--- src/rtl/pipeline_control.sv ---
// Control unit: decodes D, carries control fields through E and W, resolves branches, sequences the BNN path.
// Latency: decode is combinational; fields reach E one cycle later and W two cycles later (BNN ops: BNN_LATENCY+1).
// Backpressure: a BNN op stalls F/D for BNN_LATENCY-1 cycles while E holds; a taken branch flushes D and bubbles E.
// Optional feature macro: PIPE_PERF_CNT_EN (retired-instruction counter; RetiredCount reads 0 when undefined).
module pipeline_control #(
   parameter int BNN_LATENCY = 2
) (
   input  logic        clk,
   input  logic        reset,
   input  logic [31:0] InstrD,
   input  logic        zero,
   output logic [1:0]  ImmFormatD,
   output logic        RegWE_E,
   output logic        RegWE_W,
   output logic        OpBSrcE,
   output logic        ExPathE,
   output logic [2:0]  ALUFuncE,
   output logic        PCSrcE,
   output logic        StallFD,
   output logic        FlushD,
   output logic        IllegalD,
   output logic [31:0] RetiredCount
);

   localparam logic [6:0] OPC_OP     = 7'b0110011;
   localparam logic [6:0] OPC_OPIMM  = 7'b0010011;
   localparam logic [6:0] OPC_LOAD   = 7'b0000011;
   localparam logic [6:0] OPC_STORE  = 7'b0100011;
   localparam logic [6:0] OPC_BRANCH = 7'b1100011;
   localparam logic [6:0] OPC_JALR   = 7'b1100111;
   localparam logic [6:0] OPC_LUI    = 7'b0110111;
   localparam logic [6:0] OPC_AUIPC  = 7'b0010111;
   localparam logic [6:0] OPC_CUST0  = 7'b0001011;

   localparam logic [2:0] ALU_ADD = 3'b000;
   localparam logic [2:0] ALU_SUB = 3'b001;

   // valid marks a real (non-bubble) instruction; brInv is funct3[0] (BNE inverts the zero test)
   typedef struct packed {
      logic       valid;
      logic       regWE;
      logic       opBSrc;
      logic       exPath;
      logic       branch;
      logic       brInv;
      logic [2:0] aluFunc;
   } ctrl_t;

   typedef enum logic {IDLE, BUSY} bnnState_t;

   // {unsupported, aluFunc} for the register/immediate ALU funct3 field
   function automatic logic [3:0] mapF3(input logic [2:0] f3);
      case (f3)
         3'b000:  mapF3 = {1'b0, 3'b000};
         3'b001:  mapF3 = {1'b0, 3'b110};
         3'b010:  mapF3 = {1'b0, 3'b101};
         3'b100:  mapF3 = {1'b0, 3'b100};
         3'b101:  mapF3 = {1'b0, 3'b111};
         3'b110:  mapF3 = {1'b0, 3'b011};
         3'b111:  mapF3 = {1'b0, 3'b010};
         default: mapF3 = {1'b1, 3'b000};
      endcase
   endfunction

   logic [6:0] opcode;
   logic [2:0] funct3;
   logic [6:0] funct7;
   logic [3:0] f3Map;
   ctrl_t      ctrlD;
   ctrl_t      ctrlE;
   logic       validW;
   bnnState_t  state, stateNext;
   logic [3:0] cnt, cntNext;
   logic       unusedInstrBits;

   assign opcode = InstrD[6:0];
   assign funct3 = InstrD[14:12];
   assign funct7 = InstrD[31:25];
   assign f3Map  = mapF3(funct3);
   // register specifiers and immediates are datapath concerns, not control
   assign unusedInstrBits = ^{InstrD[24:15], InstrD[11:7]};

   // Decode of the D-stage instruction; unsupported encodings become a NOP with IllegalD set
   always_comb begin
      ctrlD      = '0;
      ImmFormatD = 2'b00;
      IllegalD   = 1'b0;
      case (opcode)
         OPC_OP: begin
            if (f3Map[3] || !(funct7 == 7'b0000000 || funct7 == 7'b0100000) ||
                (funct7[5] && funct3 != 3'b000)) begin
               IllegalD = 1'b1;
            end else begin
               ctrlD.valid   = 1'b1;
               ctrlD.regWE   = 1'b1;
               ctrlD.aluFunc = funct7[5] ? ALU_SUB : f3Map[2:0];
            end
         end
         OPC_OPIMM: begin
            // only the shift-right encoding looks at funct7 (arithmetic shift is unsupported)
            if (f3Map[3] || (funct3 == 3'b101 && funct7[5])) begin
               IllegalD = 1'b1;
            end else begin
               ctrlD.valid   = 1'b1;
               ctrlD.regWE   = 1'b1;
               ctrlD.opBSrc  = 1'b1;
               ctrlD.aluFunc = f3Map[2:0];
            end
         end
         OPC_LOAD, OPC_JALR: begin
            ctrlD.valid  = 1'b1;
            ctrlD.regWE  = 1'b1;
            ctrlD.opBSrc = 1'b1;
         end
         OPC_STORE: begin
            ImmFormatD   = 2'b01;
            ctrlD.valid  = 1'b1;
            ctrlD.opBSrc = 1'b1;
         end
         OPC_BRANCH: begin
            if (funct3[2:1] != 2'b00) begin
               IllegalD = 1'b1;
            end else begin
               ImmFormatD    = 2'b10;
               ctrlD.valid   = 1'b1;
               ctrlD.branch  = 1'b1;
               ctrlD.brInv   = funct3[0];
               ctrlD.aluFunc = ALU_SUB;
            end
         end
         OPC_LUI, OPC_AUIPC: begin
            ImmFormatD   = 2'b11;
            ctrlD.valid  = 1'b1;
            ctrlD.regWE  = 1'b1;
            ctrlD.opBSrc = 1'b1;
         end
         OPC_CUST0: begin
            ctrlD.valid   = 1'b1;
            ctrlD.regWE   = 1'b1;
            ctrlD.exPath  = 1'b1;
            ctrlD.aluFunc = ALU_ADD;
         end
         default: IllegalD = 1'b1;
      endcase
   end

   assign PCSrcE = ctrlE.branch & (zero ^ ctrlE.brInv);
   assign FlushD = PCSrcE;

   // D->E register: a taken branch inserts a bubble, a BNN stall holds the current op
   always_ff @(posedge clk) begin
      if (reset)
         ctrlE <= '0;
      else if (PCSrcE)
         ctrlE <= '0;
      else if (!StallFD)
         ctrlE <= ctrlD;
   end

   // E->W register: nothing retires while the BNN result is still pending
   always_ff @(posedge clk) begin
      if (reset) begin
         RegWE_W <= 1'b0;
         validW  <= 1'b0;
      end else if (StallFD) begin
         RegWE_W <= 1'b0;
         validW  <= 1'b0;
      end else begin
         RegWE_W <= ctrlE.regWE;
         validW  <= ctrlE.valid;
      end
   end

   // BNN sequencer state register
   always_ff @(posedge clk) begin
      if (reset) begin
         state <= IDLE;
         cnt   <= 4'd0;
      end else begin
         state <= stateNext;
         cnt   <= cntNext;
      end
   end

   // BNN sequencer: the op's first E cycle (IDLE) and every BUSY cycle but the last stall the front end,
   // so the op occupies E for exactly BNN_LATENCY cycles and retires on the BUSY exit edge
   always_comb begin
      stateNext = state;
      cntNext   = cnt;
      StallFD   = 1'b0;
      case (state)
         IDLE: begin
            if (ctrlE.exPath && (BNN_LATENCY > 1)) begin
               StallFD   = 1'b1;
               stateNext = BUSY;
               cntNext   = 4'(BNN_LATENCY - 1);
            end
         end
         BUSY: begin
            cntNext = cnt - 4'd1;
            if (cnt == 4'd1)
               stateNext = IDLE;
            else
               StallFD = 1'b1;
         end
         default: begin
            stateNext = IDLE;
            cntNext   = 4'd0;
         end
      endcase
   end

   assign RegWE_E  = ctrlE.regWE;
   assign OpBSrcE  = ctrlE.opBSrc;
   assign ExPathE  = ctrlE.exPath;
   assign ALUFuncE = ctrlE.aluFunc;

`ifdef PIPE_PERF_CNT_EN
   logic [31:0] retiredCnt;

   // Count every real instruction leaving W, wrapping at 2^32
   always_ff @(posedge clk) begin
      if (reset)
         retiredCnt <= 32'd0;
      else if (validW)
         retiredCnt <= retiredCnt + 32'd1;
   end

   assign RetiredCount = retiredCnt;
`else
   logic unusedValidW;
   assign unusedValidW = validW;
   assign RetiredCount = 32'd0;
`endif

endmodule

--- config.mk ---
export PLATFORM = sky130hd
export DESIGN_NAME = pipeline_control
export DESIGN_NICKNAME = d
export VERILOG_FILES = /design/src/rtl/pipeline_control.sv
export SDC_FILE = /design/constraint.sdc
export NUM_CORES = 1
export LEC_CHECK = 0
export BUFFER_PORTS_ARGS = -buffer_cell sky130_fd_sc_hd__buf_2
export CAP_MARGIN = 15
export CORE_ASPECT_RATIO = 0.7
export CORE_MARGIN = 3
export CORE_UTILIZATION = 30
export DETAILED_ROUTE_END_ITERATION = 12
export GPL_ROUTABILITY_DRIVEN = 0
export GPL_TIMING_DRIVEN = 0
export PLACE_DENSITY = 0.62
export SLEW_MARGIN = 30
export SYNTH_ARGS = -nofsm -noshare
export SYNTH_HDL_FRONTEND = slang
export SYNTH_SLANG_ARGS = --single-unit
--- constraint.sdc ---
create_clock -name clk -period 3.15 [get_ports clk]
set_clock_uncertainty 0.1 [all_clocks]
set_input_delay 0.1575 -clock clk [delete_from_list [all_inputs] [get_ports clk]]
set_output_delay 0.1575 -clock clk [all_outputs]
set_load 0.02 [all_outputs]
==> flow_metrics.py, run 1 <==
metrics = {
    "run_status": {
        "status": "completed",
    },
    "global_route": {
        "grt_usage_pct": 11.3,
        "grt_pass1_wl_um": 4220,
        "antenna_found_initial": 0,
        "grt_max_degree": 11,
        "grt_pass1_vias": 898,
        "grt.overflow.total": 0,
    },
    "critical_path": {
        "path_cells": "buf_2, or4_4, nor4_4, a211oi_1, a22o_1, buf_2",
        "arrival_ns": 1.69,
        "reg2reg_slack_ns": 1.35,
        "reg2reg_from": "cnt[1]$_SDFFE_PP0P_",
        "crit_top_cell": "buf_2",
        "cp-end-kind": "output pin",
        "r2r_cells": 6,
        "worst-path-max-fanout": 3,
        "cp-start-kind": "primary input",
        "crit_slowest_cell": "or4_4",
        "cp-startpoint": "InstrD[28]",
        "r2r-end": "ALUFuncE[0]$_SDFFE_PP0N_",
        "crit_required_ns": 2.89,
        "setup.worst_path.class": "primary input to output pin",
        "max_stage_delay_ns": 0.56,
        "crit_end": "IllegalD",
    },
    "clock_tree": {
        "clock_path_buffers": 2,
        "clk_latency_ns": 0.25,
        "cts_resized": 0,
        "h-tree-depth": 1,
        "clock-sinks": 14,
        "root_buffer": "clkbuf_8",
        "cts_buffers": 3,
        "cts.clk_slew.worst_paths_ns": 0.06,
        "post_cts.repair.setup_buffers": 0,
        "cts_tree": "yes",
        "cts_hold_buf": 0,
    },
    "placed_design": {
        "dpl.cell_count": 263,
        "portBuffers": 29,
        "post-place-ws_ns": 1.22,
        "dpl_cell_area_mm2": 0.00153,
        "place_hpwl_um": 2240,
    },
    "yosys": {
        "synth_top_cell_by_area": "dfxtp_1",
        "synth_edf_count": 0,
        "ys_types": 42,
        "yosysWarnings": 0,
        "synth_top_area_share_pct": 23.2,
        "synth_top_family_by_area": "simple AND/OR/NAND/NOR gates",
        "async_flop_share_pct": 0,
        "yosysMostFrequentCell": "buf_4",
        "synth_cells": 153,
        "synth_common_cells": "buf_4 (36), dfxtp_1 (14), nor2_1 (11)",
        "synth-seq-area-share_pct": 23.2,
        "synth_compound_area_share_pct": 18.0,
        "yosys_register_bits": 14,
        "synth_fa_ha_area_share_pct": 2.07,
        "synth_ff_type": "dfxtp_1",
        "synth_area_per_cell_um2": 7.89,
        "synth-simple-area-share_pct": 26.9,
        "synth_xor_area_share_pct": 2.18,
        "ys_top_cells_by_area": "dfxtp_1 (23%), buf_4 (22%), a21oi_1 (4.1%)",
        "synthMuxAreaShare_pct": 1.87,
        "synth_area_mm2": 0.00121,
    },
    "power": {
        "design_power_total_w": 0.000481,
        "power_leakage_nw": 0.795,
        "powerDensity_mw_per_mm2": 303,
        "ir_drop_mv": 0.145,
    },
    "sta": {
        "finalMaxSlewViolations": 0,
        "finalSetupViolations": 0,
        "final_hold_viol_count": 0,
        "rsz0062_at_grt": "no",
        "period_share_pct": 61.7,
        "max_freq_mhz": 515,
        "fin_setup_tns_ns": 0,
        "finalCriticalPeriod_ns": 1.94,
        "setup_ws_ns": 1.21,
    },
    "die": {
        "die-area_mm2": 0.00483,
        "core_mm2": 0.00369,
        "die_w_um": 81.8,
        "start_util_pct": 32.7,
        "die_h_um": 59.1,
        "io_pins": 80,
        "num_rows": 18,
    },
    "route": {
        "wirelength_um": 2650,
        "first_pass_iters": 4,
        "ant_nets": 0,
        "wl_per_cell_um": 9.93,
        "first_iter_violations": 38,
        "drcViolationCount": 0,
        "vias_per_cell": 4.08,
        "vias": 1090,
    },
    "finish": {
        "drive_gt1_share_pct": 35.9,
        "final_area_mm2": 0.00159,
        "area_growth_pct": 31.4,
        "fillerInstances": 397,
        "layout.cells.non_filler": 267,
        "num_antenna_cells": 0,
        "fin_nets": 255,
    },
    "run": {
        "maxCapViolations": 0,
    },
    "min_path": {
        "hold_path_startpoint": "reset",
        "hold_class": "primary input to register",
    },
}
-- where the power goes --
part           internal, W  total (W)  switching [W]
clock network     0.000111   0.000177      0.0000661
logic            0.0000512   0.000124      0.0000724
registers         0.000179   0.000180     0.00000132
-- how the worst min path moves through the flow --
| stage | cells after the start | to | slack [ns] |
|---|---|---|---|
| 3_3_place_gp | 2 | ALUFuncE[2]$_SDFFE_PP0N_ | 0.34 |
| 3_5_place_dp | 2 | ALUFuncE[2]$_SDFFE_PP0N_ | 0.35 |
| 4_1_cts | 3 | ctrlE[3]$_SDFFE_PP0N_ | 0.14 |
| 6_report | 2 | state$_SDFF_PP0_ | 0.14 |
| 5_1_grt | 2 | state$_SDFF_PP0_ | 0.15 |
| 2_1_floorplan | 2 | ctrlE[3]$_SDFFE_PP0N_ | 0.21 |
-- placed cells by master, fill, tap and decap left out, types with 3 or more instances in the layout --
cell      synthesis  routed
buf_4            36      36
conb_1            1      32
buf_2             2      31
dfxtp_1          14      14
nor2_1           11      11
a21oi_1          10      10
nand2_1           9       9
inv_1             5       5
o21ai_0           5       5
nor2b_1           4       4
nand3_1           4       4
clkbuf_8          0       4
nand3b_1          3       3
nor3_1            3       3
nor3b_1           3       3
o211ai_1          3       3
-- cell families after synthesis --
kind of cell / after synthesis
and+or+nand+nor: 54
buffers and inverters: 45
xor gates and xnor gates: 3
other: 1
adders and majority gates: 2
muxes: 2
AOI/OAI and AO/OA: 32
DFF: 14
-- layout make-up --
cell class / count / area [µm²] / area share [%]
Multi-Input combinational cell: 125 / 737 / 46.5
Buffer: 40 / 288 / 18.1
Sequential cell: 14 / 280 / 17.7
Timing Repair Buffer: 29 / 145 / 9.15
Tap cell: 50 / 62.6 / 3.94
Clock buffer: 4 / 55.1 / 3.47
Inverter: 5 / 18.8 / 1.18
-- flip-flops by register name, summed over array words and instances, names as in the netlist --
register,count
cnt,4
ALUFuncE,3
ctrlE,2
ExPathE,1
OpBSrcE,1
RegWE_E,1
RegWE_W,1
state,1
-- critical path, delay by kind of cell --
kind	cells	cell delay, ns
compound gates	2	0.36
buf+inv	2	0.24
simple gates	2	0.91
-- stage by stage --
stage / utilization [%] / hold slack [ns]
after global placement: 41.5 / 0.344
final: 43.0 / 0.142
after detailed placement: 41.5 / 0.348
after global routing: 43.0 / 0.154
after floorplan: - / 0.207
after CTS: 43.0 / 0.136
-- layer usage --
metal  vias up  track usage [%]  wire [µm]
met4         0             2.13         13
met3         2             4.26        209
met1       457             16.2       1310
li1        601                -          -
met2        30             16.1       1120
met5         -                0          0
(Power assumes the default switching activity.)
==> run 2: changes to the inputs <==
clock period = 1.85 ns   (was 3.15 ns; I/O delays follow)
==> run 2 against run 1 <==
  * Cell area rose by 0.95%
  * Flip-flop and latch count did not move
  * Die area did not move
  * Register-to-register slack got worse by 1.2 ns
  * Combinational power rose by 71%
  * Via count rose by 0.83%
  * Sequential power rose by 71%
  * Largest cell class unchanged
  * Highest routed layer unchanged
==> flow_metrics.py, run 2 (synthesized netlist as in run 1, its figures left out) <==
metrics = {
    "finish": {
        "regMostFlops": "cnt",
        "mostFrequentLayoutCell": "buf_4",
        "area_growth_pct": 32.6,
        "post-route-util_pct": 43.4,
        "num_antenna_cells": 0,
        "fin_nets": 255,
        "largest_register_ffs": 4,
        "fillerInstances": 393,
        "layout_common_cells": "buf_4 (36), conb_1 (32), buf_2 (31)",
        "drive_gt1_share_pct": 36.9,
        "layout.cells.non_filler": 267,
        "final_area_mm2": 0.00160,
    },
    "sta": {
        "finalSetupViolations": 0,
        "max_freq_mhz": 577,
        "period_share_pct": 93.8,
        "finalCriticalPeriod_ns": 1.73,
        "finalMaxSlewViolations": 0,
        "holdWs_ns": 0.0780,
        "rsz0062_at_grt": "yes",
        "final_hold_viol_count": 0,
    },
    "clock_tree": {
        "clock_path_buffers": 2,
        "cts_hold_buf": 0,
        "clock-sinks": 14,
        "cts_buffers": 3,
        "h-tree-depth": 1,
        "post_cts.repair.setup_buffers": 0,
        "cts.clk_slew.worst_paths_ns": 0.06,
        "clk_latency_ns": 0.25,
        "root_buffer": "clkbuf_8",
        "cts_tree": "yes",
    },
    "run": {
        "maxCapViolations": 0,
    },
    "die": {
        "die_h_um": 59.1,
        "die_w_um": 81.8,
        "die-area_mm2": 0.00483,
        "num_rows": 18,
        "core_mm2": 0.00369,
        "io_pins": 80,
        "start_util_pct": 32.7,
    },
    "power": {
        "p_clk_share_pct": 36.7,
        "pwr-share-seq_pct": 37.4,
        "powerDensity_mw_per_mm2": 512,
        "ir_drop_mv": 0.246,
        "combinationalPowerShare_pct": 25.9,
        "power.internal_w": 0.000581,
        "power_leakage_nw": 0.794,
        "netSwitchingFraction_pct": 29.1,
        "switchingPower_w": 0.000239,
    },
    "placed_design": {
        "dpl.cell_count": 263,
        "portBuffers": 29,
        "place_hpwl_um": 2240,
        "dpl_cell_area_mm2": 0.00153,
    },
    "global_route": {
        "grt_usage_pct": 11.3,
        "grt_pass1_wl_um": 4220,
        "use_met2_pct": 16.1,
        "grt_pass1_vias": 898,
        "antenna_found_initial": 0,
        "grt.overflow.total": 0,
        "grt_max_degree": 11,
        "top_usage_layer": "met1",
        "met1_usage_pct": 16.2,
        "grt_use_met3_pct": 4.26,
    },
    "route": {
        "wl_per_cell_um": 9.94,
        "first_pass_iters": 4,
        "wirelength_um": 2660,
        "vias": 1099,
        "ant_nets": 0,
        "first_iter_violations": 47,
        "drcViolationCount": 0,
        "vias_per_cell": 4.12,
    },
    "critical_path": {
        "worst-path-max-fanout": 9,
        "crit_required_ns": 1.66,
        "reg2reg_slack_ns": 0.14,
        "setup.worst_path.class": "register to output pin",
        "cp-end-kind": "output pin",
        "cp-start-kind": "register",
        "arrival_ns": 1.54,
    },
    "min_path": {
        "hold_class": "primary input to register",
    },
    "run_status": {
        "status": "completed",
    },
}
-- run 2: cell counts in the layout (fill, tap and decap cells not counted) --
Identical to the previous run, type by type.
-- run 2: power groups by stage --
stage               combinational [W]  sequential (W)  clock, W
finish                       0.000212        0.000307  0.000301
global route                 0.000233        0.000307  0.000333
CTS                          0.000208        0.000307  0.000314
detailed placement           0.000207        0.000314         0
global placement             0.000206        0.000314         0
floorplan                    0.000165        0.000315         0
-- run 2: metrics by stage --
step	power [W]	TNS, ns	setup WS, ns
finish	0.000820	0	0.116
global route	0.000874	-0.0119	-0.00918
CTS	0.000829	0	0.0429
detailed placement	0.000521	0	0.0486
global placement	0.000520	0	0.0389
floorplan	0.000481	0	0.304
-- run 2: worst max-delay path, cell delays in order (launching register included) --
cell and delay [ns]:
dfxtp_1 0.33, inv_1 0.07, ha_1 0.20, nand4bb_1 0.20, nand2_2 0.16, inv_2 0.14, buf_2 0.18
-- run 2: cell type report --
type	count	area [µm²]	area share [%]
repair buffers	29	145	9.06
inverters	5	18.8	1.17
clock buffers	4	55.1	3.44
plain buffers	40	288	18.0
well taps	50	62.6	3.91
flip-flops and latches	14	280	17.5
multi-input cells	125	752	47.0
-- run 2: timing repair --
item                                    in CTS  in global routing
resized for setup                            1                  2
endpoints found under the setup margin       1                  5
pin swaps                                    0                  2
-- run 2: worst paths after layout --
path	from	end	depth (start not counted)
setup / recovery	cnt[1]$_SDFFE_PP0P_	StallFD	6
hold / removal	reset	state$_SDFF_PP0_	2
setup reg to reg	state$_SDFF_PP0_	ALUFuncE[0]$_SDFFE_PP0N_	5
hold reg to reg	ALUFuncE[2]$_SDFFE_PP0N_	ALUFuncE[2]$_SDFFE_PP0N_	2
-- run 2: metal layers --
layer | part of all wire [%] | vias up | wire, µm
li1 | - | 604 | -
met3 | 8.4 | 2 | 224
met5 | 0 | - | 0
met1 | 49 | 460 | 1310
met2 | 42 | 33 | 1110
met4 | 0.38 | 0 | 10
